`src/rtl/serializador_piso_pkg.sv`:
```
// Shared definitions for the PISO serializer: state encoding, default sizes
// and the counter-width helper.
package serializador_piso_pkg;

    localparam int unsigned DEF_WIDTH = 4;
    localparam int unsigned DEF_DIV   = 1;

    typedef enum logic [1:0] {
        ST_IDLE  = 2'd0,
        ST_SHIFT = 2'd1,
        ST_DONE  = 2'd2
    } state_t;

    // Counter width that is never zero, even when only one value is needed
    function automatic int unsigned cnt_width(input int unsigned n);
        return ($clog2(n) < 1) ? 1 : $clog2(n);
    endfunction

endpackage

```
`src/rtl/serializador_piso_bit_timer.sv`:
```
// Bit-period down-counter: loads DIV-1, counts down while enabled and flags
// a tick whenever the count sits at zero (last cycle of a bit period).
module serializador_piso_bit_timer
    import serializador_piso_pkg::*;
#(
    parameter int unsigned DIV = DEF_DIV
) (
    input  logic clk,
    input  logic rst_n,
    input  logic i_load,
    input  logic i_en,
    output logic o_tick
);

    localparam int unsigned CW = cnt_width(DIV);
    localparam logic [CW-1:0] RELOAD = CW'(DIV - 1);

    logic [CW-1:0] r_cnt;

    // Reload has priority; the count parks at zero and never wraps
    always_ff @(posedge clk or negedge rst_n) begin
        if (!rst_n) begin
            r_cnt <= '0;
        end else if (i_load) begin
            r_cnt <= RELOAD;
        end else if (i_en && (r_cnt != '0)) begin
            r_cnt <= r_cnt - 1'b1;
        end
    end

    assign o_tick = (r_cnt == '0);

endmodule

```
`src/rtl/serializador_piso.sv`:
```
// Parallel-in / serial-out serializer, MSB first, each bit held DIV cycles
// with a strobe on the last cycle of every bit period.
module serializador_piso
    import serializador_piso_pkg::*;
#(
    parameter int unsigned WIDTH = DEF_WIDTH,
    parameter int unsigned DIV   = DEF_DIV
) (
    input  logic             clk,
    input  logic             rst_n,
    input  logic             load_valid,
    input  logic [WIDTH-1:0] load_data,
    output logic             load_ready,
    output logic             serial_out,
    output logic             bit_strobe,
    output logic             busy,
    output logic             done
);

    localparam int unsigned BW = $clog2(WIDTH);
    localparam logic [BW-1:0] LAST_BIT = BW'(WIDTH - 1);

    state_t           r_state;
    state_t           w_state_next;
    logic [WIDTH-1:0] r_shreg;
    logic [BW-1:0]    r_bit_cnt;
    logic             w_handshake;
    logic             w_tick;
    logic             w_advance;
    logic             w_timer_load;

    assign w_handshake  = load_valid && (r_state == ST_IDLE);
    // Move to the next bit only at the end of a period that is not the last
    assign w_advance    = (r_state == ST_SHIFT) && w_tick && (r_bit_cnt != '0);
    assign w_timer_load = w_handshake || w_advance;

    serializador_piso_bit_timer #(
        .DIV (DIV)
    ) u_bit_timer (
        .clk    (clk),
        .rst_n  (rst_n),
        .i_load (w_timer_load),
        .i_en   (r_state == ST_SHIFT),
        .o_tick (w_tick)
    );

    // State register
    always_ff @(posedge clk or negedge rst_n) begin
        if (!rst_n) begin
            r_state <= ST_IDLE;
        end else begin
            r_state <= w_state_next;
        end
    end

    // Next-state decode
    always_comb begin
        w_state_next = r_state;
        unique case (r_state)
            ST_IDLE:  if (load_valid) w_state_next = ST_SHIFT;
            ST_SHIFT: if (w_tick && (r_bit_cnt == '0)) w_state_next = ST_DONE;
            ST_DONE:  w_state_next = ST_IDLE;
            default:  w_state_next = ST_IDLE;
        endcase
    end

    // Shift register and bit counter: capture on handshake, shift on advance
    always_ff @(posedge clk or negedge rst_n) begin
        if (!rst_n) begin
            r_shreg   <= '0;
            r_bit_cnt <= '0;
        end else if (w_handshake) begin
            r_shreg   <= load_data;
            r_bit_cnt <= LAST_BIT;
        end else if (w_advance) begin
            r_shreg   <= {r_shreg[WIDTH-2:0], 1'b0};
            r_bit_cnt <= r_bit_cnt - 1'b1;
        end
    end

    // Outputs decoded purely from registered state
    assign load_ready = (r_state == ST_IDLE);
    assign serial_out = (r_state == ST_SHIFT) && r_shreg[WIDTH-1];
    assign bit_strobe = (r_state == ST_SHIFT) && w_tick;
    assign busy       = (r_state == ST_SHIFT) || (r_state == ST_DONE);
    assign done       = (r_state == ST_DONE);

endmodule
```
`config.mk`:
```
export PLATFORM = sky130hd
export DESIGN_NAME = serializador_piso
export DESIGN_NICKNAME = d
export VERILOG_FILES = /design/src/rtl/serializador_piso_pkg.sv /design/src/rtl/serializador_piso_bit_timer.sv /design/src/rtl/serializador_piso.sv
export SDC_FILE = /design/constraint.sdc
export NUM_CORES = 1
export LEC_CHECK = 0
export ABC_AREA = 1
export CORE_UTILIZATION = 25
export CTS_BUF_LIST = sky130_fd_sc_hd__clkbuf_16
export DETAILED_ROUTE_END_ITERATION = 8
export PLACE_DENSITY = 0.48
export SKIP_CTS_REPAIR_TIMING = 1
export SYNTH_ARGS = -nofsm -noshare
export SYNTH_HDL_FRONTEND = slang
export SYNTH_HIERARCHICAL = 1
export SYNTH_SLANG_ARGS = --single-unit
```
`constraint.sdc`:
```
create_clock -name clk -period 1.7 [get_ports clk]
set_input_delay 0.34 -clock clk [delete_from_list [all_inputs] [get_ports clk]]
set_output_delay 0.34 -clock clk [all_outputs]
set_load 0.03 [all_outputs]
```
==> results of run 1 <==
worst paths after layout:
kind / startpoint / end / slack [ns] / depth (start not counted)
max: r_state[1] / load_ready / 0.06 / 3
min: rst_n / r_bit_cnt[0] / 0.41 / 1
max reg2reg: r_state[1] / u_bit_timer/r_cnt / 0.32 / 7
min reg2reg: r_bit_cnt[0] / r_bit_cnt[0] / 0.49 / 2
max in group asynchronous: rst_n / r_shreg[1] / 1.00 / 1
min in group clk: r_bit_cnt[0] / r_bit_cnt[0] / 0.49 / 2
worst reg2reg max path, stage by stage (launching register included):
cell     delay (ns)
dfrtp_1        0.39
inv_1          0.16
ha_2           0.32
nand2_4        0.12
nand2_2        0.14
inv_1          0.05
nand2_1        0.06
nor2_2         0.03
per-layer routing:
| layer | share of wire | vias to the layer above | global-route usage | wire length [um] |
|---|---|---|---|---|
| met1 | 0.44 | 217 | 0.133 | 506 |
| met5 | 0 | - | 0 | 0 |
| li1 | - | 249 | - | - |
| met2 | 0.51 | 6 | 0.178 | 585 |
| met3 | 0.020 | 2 | 0.0283 | 23 |
| met4 | 0.019 | 0 | 0.0735 | 22 |
cell type report:
| type | instances | area share |
|---|---|---|
| multi-input cells | 51 | 0.374 |
| flip-flops and latches | 9 | 0.288 |
| repair buffers | 12 | 0.141 |
| clock buffers | 3 | 0.0960 |
| inverters | 11 | 0.0528 |
| well taps | 27 | 0.0432 |
| clock inverters | 1 | 0.00480 |
cell families after synthesis:
family        after synthesis  share of synthesized area
buf+inv                    11                     0.0759
fa+ha+maj                   6                      0.138
flops                       9                      0.414
simple gates               45                      0.372
power by group through the flow:
stage | registers [mW] | logic (mW) | clock network [mW]
6_report | 0.346 | 0.808 | 0.405
3_3_place_gp | 0.345 | 0.775 | 0
4_1_cts | 0.346 | 0.794 | 0.419
3_5_place_dp | 0.348 | 0.792 | 0
2_1_floorplan | 0.343 | 0.563 | 0
5_1_grt | 0.354 | 0.915 | 0.430
state kept, by name (all words and copies together), names as in the netlist:
signal             flops
r_state                2
r_shreg                4
u_bit_timer/r_cnt      1
r_bit_cnt              2
cell usage in the layout (no fill, tap or decap):
cell / n
nand2_1: 28
inv_1: 12
nand3_1: 12
dfrtp_1: 9
clkdlybuf4s50_1: 6
buf_4: 5
ha_1: 4
clkbuf_16: 3
nand3_2: 1
nand2_4: 1
nand2_2: 1
nor2_1: 1
ha_2: 1
ha_4: 1
dlymetal6s2s_1: 1
nor2_2: 1
metrics by stage:
stage                     instances  setup slack [ns]   util  setup TNS, ns
final                           114            0.0643  0.391              0
after detailed placement        110            0.0959  0.343              0
after global routing            114            0.0181  0.391              0
after CTS                       114            -0.153  0.382         -0.156
after floorplan                  71             0.249      -              0
after global placement          110             0.113  0.343              0
==> results.md, run 1 <==
- CTS sink cnt: 9
- Internal: 912 uW
- Hold crit path type: input pin to async pin
- Core footprint: 2000 um2
- Reg power frac: 0.222
- Antenna cells: 0
- Worst EP required: 1.36 ns
- Flops & latches, synth: 9
- Clock Tree Root: clkbuf_16
- Max-cap viol count: 0
- Multi-input logic area: 293 um2
- Net Sw Power: 647 uW
- Slew Limit Fails: 0
- Yosys warnings: 6
- Post-synthesis sequential area ratio: 0.414
- Leading area contributor after synthesis: dfrtp_1
- Slowest cell on the critical path: dfrtp_1
- Worst-case clock buffer depth: 2
- All-layer global routing usage: 0.112
- # fillers: 209
- Top cells by count, synth: nand2_1 (28), nand3_1 (12), inv_1 (11)
- Clock-pin slew on the worst setup and hold paths: 0.04 ns
- Worst Tran Pin Value: 0.416 ns
- Setup violators final: 0
- I/O Buffers: 11
- CTS Buf Count: 3
- Power Total: 1.56 mW
- Crit path cell chain: inv_1, ha_2, buf_4
- Grt ovf: 0
- Layout area overhead: 43.7%
- Initial antenna violation count: 0
- DR vias/cell: 4.16
- Comb pwr share: 0.518
- Synth Instances: 71
- CP Capture Type: output pin
- TritonCTS clock tree: built
- DRC viols: 0
- CP Max Fanout: 7
- Hold WS: 0.413 ns
- DRT Wirelength: 1.14 mm
- Leading post-synthesis cells by cell area: dfrtp_1 (41%), nand2_1 (19%), ha_1 (14%), nand3_1 (11%), inv_1 (7.6%)
- Pin count of the biggest net entering global routing: 11
- Routability cong.: 0.698
- Yosys cell types: 10
- Fin crit share: 0.962
- Post-synth EDFFs: 0
- Async S/R FF share, synth: 1.00
- Row cnt: 16
- Wire per inst: 9.98 um
- Worst Skew: 0.000570 ns
- Final period demand of the worst path: 1.64 ns
- Antenna Nets Post-Route: 0
- RSZ-0062 raised after global routing: true
- Die Y: 48.7 um
- Crit-path leading delay family: flip-flops
- Post-Syn Nets: 84
- Slew Limit Headroom: 0.722
- Area share of the largest cell type after synthesis: 0.414
- Main synth FF type: dfrtp_1
- Detailed placement HPWL: 871 um
- First-pass GRT wire length: 1.99 mm
- Status: finished, final reports clean
- Crit Path Category: flop to output pin
- DR iter-0 viols: 5
- Clock network fraction of total power: 0.260
- H-tree levels: 1
- Switch share: 0.415
- Pwr per Cell Area: 1990 nW/um2
- Post-Syn Area per Cell: 7.67 um2
- Fmax: 611 MHz
- Post-DP Area: 686 um2
- Final instance area: 782 um2
- LEAKAGE: 0.447 nW
- Synthesized area: 544 um2
- Final hold viol count: 0
- Die Footprint: 2370 um2
- Starting Density: 0.272
- Most repeated cell in the gate-level netlist after synthesis: nand2_1
- VDD IR max: 0.000677 V
- Via count: 474
- Layout Nets: 101
- Buf+Inv Stages, Crit Path: 2
- Fraction of layout instances using a drive strength above 1: 0.161
- # IOs: 12
- Pre-antenna DRT Iters: 4
- Vias in the first global route: 457
- Critical Path AT: 1.30 ns
- Worst-Skew Late Latency: 0.23 ns
- Max stage delay on crit path: 0.39 ns
- Die width: 48.7 um
- Startpoint Class: flop
- Reg area: 225 um2
Power figures use the tool's default switching activity.
==> run 2, diff against run 1 <==
CORE_AREA = 2 2 39 41   (was not set)
CORE_UTILIZATION = not set   (was 25)
CTS_CLUSTER_SIZE = 16   (was not set)
DIE_AREA = 0 0 41 43   (was not set)
HOLD_SLACK_MARGIN = 0.05   (was not set)
PLACE_DENSITY = 0.7   (was 0.48)
==> results.md, run 2 (synthesis gave the netlist of run 1 again) <==
- Pre-antenna DRT Iters: 2 (-2)
- Fin crit share: 0.955 (-0.00673)
- Power Total: 1.56 mW (about the same)
- CTS sink cnt: 9 (unchanged)
- TritonCTS clock tree: built
- Worst EP required: 1.36 ns (about the same)
- Die Footprint: 1760 um2 (-26%)
- Slew Limit Fails: 0 (unchanged)
- # IOs: 12 (unchanged)
- # fillers: 129 (-38%)
- Wire per inst: 9.69 um (-2.9%)
- CP Capture Type: output pin
- DRC viols: 0 (unchanged)
- Post-route core utilization: 0.555 (+0.165)
- Worst Skew: 0.00178 ns (+0.00121 ns)
- Antenna cells: 0 (unchanged)
- Startpoint Class: flop
- Layout area overhead: 41.1%
- Commonest non-fill, non-tap cells in the layout: nand2_1 (28), inv_1 (12), nand3_1 (12)
- Clock-pin slew on the worst setup and hold paths: 0.04 ns (about the same)
- Crit Path Category: flop to output pin
- First-pass GRT wire length: 1.88 mm (-5.2%)
- Detailed placement HPWL: 765 um (-12%)
- I/O Buffers: 11 (unchanged)
- Pin count of the biggest net entering global routing: 11 (unchanged)
- Largest reg by FF count: r_shreg
- Multi-input logic area: 293 um2 (unchanged)
- Fraction of layout instances using a drive strength above 1: 0.161 (unchanged)
- Antenna Nets Post-Route: 0 (unchanged)
- Hold crit path type: input pin to async pin
- Die width: 41 um (-16%)
- Layout Nets: 101 (unchanged)
- Worst-Skew Late Latency: 0.24 ns (about the same)
- Setup violators final: 0 (unchanged)
- DR iter-0 viols: 4 (-1)
- H-tree levels: 1 (unchanged)
- Max-cap viol count: 0 (unchanged)
- Core footprint: 1380 um2 (-31%)
- Via count: 479 (+1.1%)
- Worst Tran Pin Value: 0.428 ns (+0.0120 ns)
- Initial antenna violation count: 0 (unchanged)
- RSZ-0062 raised after global routing: false
- CP Max Fanout: 7 (unchanged)
- Clock Tree Root: clkbuf_16
- Commonest non-fill, non-tap cell in the layout: nand2_1
- DRT Wirelength: 998 um (-12%)
- Critical Path AT: 1.28 ns (-0.02 ns)
- DR vias/cell: 4.65 (+12%)
- Final hold viol count: 0 (unchanged)
- Die Y: 43 um (-12%)
- Slew Limit Headroom: 0.714 (-0.00802)
- Biggest regs: r_shreg (4), r_bit_cnt (2), r_state (2)
- Fmax: 616 MHz (+0.70%)
- Final period demand of the worst path: 1.62 ns (-0.0114 ns)
- Grt ovf: 0 (unchanged)
- Reg area: 225 um2 (unchanged)
- Starting Density: 0.393 (+0.121)
- Row cnt: 14 (-2)
- VDD IR max: 0.00108 V (+60%)
- All-layer global routing usage: 0.162 (+0.0499)
- Pwr per Cell Area: 2030 nW/um2 (+1.7%)
- Worst-case clock buffer depth: 2 (unchanged)
- Vias in the first global route: 462 (+1.1%)
- LEAKAGE: 0.447 nW (unchanged)
- Status: finished, final reports clean
- CTS Buf Count: 3 (unchanged)
- Routability cong.: 0.797 (+14%)
- Max FFs per register: 4 (unchanged)
==> run 2: cell counts in the layout (fill, tap and decap cells not counted) <==
Identical to the previous run, type by type.
==> run 2: report_power, final <==
group | switching [mW] | internal (mW)
sequential | 0.0409 | 0.302
combinational | 0.494 | 0.302
clock | 0.111 | 0.308
total | 0.646 | 0.912
==> run 2: critical path, cell delays in order, from the launching register on <==
cell	delay, ns
dfrtp_1	0.39
inv_1	0.17
ha_2	0.30
buf_4	0.19
==> run 2: final timing paths <==
path | slack (ns) | cells after the start | from | end
max in group asynchronous | 0.99 | 1 | rst_n | r_bit_cnt[1]
min in group clk | 0.50 | 2 | r_bit_cnt[0] | r_bit_cnt[0]
worst min-delay path | 0.41 | 1 | rst_n | r_shreg[3]
worst max register to register | 0.36 | 7 | r_state[1] | u_bit_timer/r_cnt
worst min register to register | 0.50 | 2 | r_bit_cnt[0] | r_bit_cnt[0]
worst max-delay path | 0.08 | 3 | r_state[1] | load_ready
==> run 2: area by class of cell <==
class | instances | share of cell area
clock buffers | 3 | 0.0977
clock inverters | 1 | 0.00489
inverters | 11 | 0.0537
multi-input cells | 51 | 0.381
flip-flops and latches | 9 | 0.293
well taps | 16 | 0.0261
repair buffers | 12 | 0.143
==> run 2: layer usage <==
layer,track usage,vias up,share of wire
met5,0,-,0
met4,0.120,0,0.031
met3,0.0314,3,0.042
met2,0.219,11,0.43
met1,0.220,214,0.49
li1,-,251,-
==> run 2: through the flow <==
step                cells  setup slack, ns  cell area (um2)  hold slack [ns]  setup TNS [ns]
CTS                   103           -0.155              751            0.424          -0.155
floorplan              71            0.249              544           0.0444               0
detailed placement     99           0.0993              672            0.484               0
global placement       99            0.116              672            0.478               0
global route          103           0.0142              768            0.458               0
finish                103           0.0758              768            0.411               0
==> RTL change (config.mk and constraints of run 1) <==
Change the package constant `DEF_WIDTH` from 4 to 8.
--- a/src/rtl/serializador_piso_pkg.sv
+++ b/src/rtl/serializador_piso_pkg.sv
@@ -4,3 +4,3 @@
 
-    localparam int unsigned DEF_WIDTH = 4;
+    localparam int unsigned DEF_WIDTH = 8;
     localparam int unsigned DEF_DIV   = 1;
Interface: changed (resized load_data); port bits go from 12 to 16. No check against the original RTL was run, so the function may have changed too.
==> RTL change against run 1 <==
  * Sequential cell count up 5
  * Core utilization down 3.3 points
  * Global-route usage up 0.21 points
  * Total power up 26%
  * Design area up 42%
  * Routed wire length up 45%
  * Worst setup slack better by 0.033 ns
  * Area after synthesis up 53%
  * Critical endpoint is now bit_strobe
==> RTL change: results (changes against run 1) <==
[detailed_routing]
vias_per_cell = 4.192  ; was 4.158
vias = 721  ; was 474
m1WireLength_um = 810  ; was 506 um
wl_per_cell_um = 9.605  ; was 9.982 um
route.met2.wl_um = 744  ; was 585 um
drtIter0Drc = 10  ; was 5
met3_length_um = 89  ; was 23 um

[cells_and_area]
seq_area_um2 = 350.3  ; was 225.2 um2
num-multi-input-gates = 81  ; was 51
utilization_pct = 35.73  ; was 39.06%
buffer_area_share_pct = 14.90  ; was 14.08%
clock_area_share_pct = 6.772  ; was 10.08%
seq_cells = 14  ; was 9
num-nets-final = 147  ; was 101
signal_buffers = 18  ; was 12
top_regs = r_shreg (8), r_bit_cnt (3), r_state (2)  ; was r_shreg (4), r_bit_cnt (2), r_state (2)
drive_gt1_share_pct = 14.84  ; was 16.09%

[grt]
grt_pass1_vias = 688  ; was 457
grt_use_met2_pct = 18.41  ; was 17.82%
grt_use_met1_pct = 13.79  ; was 13.35%
grt_use_met3_pct = 5.195  ; was 2.830%
grt_max_degree = 15  ; was 11
grtUsageTotal_pct = 11.45  ; was 11.24%
grt_pass1_wl_um = 2987  ; was 1987 um

[logic_synthesis]
ys_top_cells_by_area = dfrtp_1 42%, nand2_1 24%, ha_1 9.0%  ; was dfrtp_1 41%, nand2_1 19%, ha_1 14%
syn-num-nets = 127  ; was 84
synth_common_cells = 54 x nand2_1, 14 x dfrtp_1, 14 x nand3_1  ; was 28 x nand2_1, 12 x nand3_1, 11 x inv_1
yosysSeqAreaShare_pct = 41.98  ; was 41.38%
postSynthCellCount = 110  ; was 71
yosysUniqueCellTypes = 12  ; was 10

[timing]
layout_worst_path_cycle_share_pct = 94.26  ; was 96.22%
skew_ns = 0.001372  ; was 0.0005703 ns

[power_and_ir_drop]
ir_worst_vdd_v = 0.0006302  ; was 0.0006769 V
p_leak_uw = 0.0006181  ; was 0.0004470 uW
switching_share_pct = 42.23  ; was 41.49%

[outcome]
status = complete, no violations  ; unchanged

[setup_path]
critPathCapture = bit_strobe  ; was load_ready
worstPathArrival_ns = 1.26  ; was 1.30 ns
reg2reg_to = r_shreg[7]  ; was u_bit_timer/r_cnt
ff2ff_path_depth = 8  ; was 7
critPathMaxFanout = 4  ; was 7
ff2ff_setup_slack_ns = 0.23  ; was 0.32 ns

[floorplanning]
coreArea_um2 = 3103  ; was 2002 um2

[clock_tree]
cts_root_buf = clkbuf_16  ; unchanged

[place]
placed_cell_area_um2 = 1018  ; was 685.7 um2
portBuffers = 15  ; was 11
dp_hpwl_um = 1213  ; was 871.4 um
gp_congestion = 0.7403  ; was 0.6982

==> RTL change: changes by cell type in the layout (fill, tap and decap cells not counted), moves of 2 or more <==
cell             before  now
dfrtp_1               9   14
nand2_4               1    3
nand3_1              12   14
inv_2                 0    3
inv_1                12    9
buf_4                 5    7
nand2_1              28   54
clkdlybuf4s50_1       6   10
==> RTL change: how the worst min path moves through the flow <==
| stage | from | endpoint | slack [ns] | cells after the start |
|---|---|---|---|---|
| global route | rst_n | r_state[1] | 0.44 | 2 |
| finish | rst_n | r_state[1] | 0.41 | 2 |
| detailed placement | r_bit_cnt[1] | r_bit_cnt[1] | 0.47 | 2 |
| floorplan | rst_n | r_bit_cnt[0] | 0.04 | 0 |
| CTS | rst_n | r_state[1] | 0.41 | 2 |
| global placement | r_bit_cnt[1] | r_bit_cnt[1] | 0.47 | 2 |
==> RTL change: logic make-up (layout without fill, tap and decap cells) <==
logic type / Yosys count / count (layout) / synth area share [%]
flip-flops: 14 / 14 / 41.98
AND/OR/NAND/NOR: 74 / 74 / 38.98
buffers and inverters: 15 / 33 / 9.445
adder cells (fa/ha/maj): 6 / 6 / 8.995
AO/OA/AOI/OAI: 1 / 1 / 0.5991
==> RTL change: worst max-delay path: stages (launching register included) <==
cell	delay (ns)
dfrtp_1	0.39
inv_1	0.14
ha_4	0.18
nand2_1	0.06
inv_2	0.08
buf_4	0.16
==> RTL change: power groups by stage <==
| stage | sequential [uW] | clock [uW] | combinational, uW |
|---|---|---|---|
| after floorplan | 534 | 0 | 764 |
| after global placement | 546 | 0 | 944 |
| after detailed placement | 554 | 0 | 957 |
| after CTS | 551 | 459 | 961 |
| after global routing | 572 | 480 | 1110 |
| final | 555 | 445 | 960 |
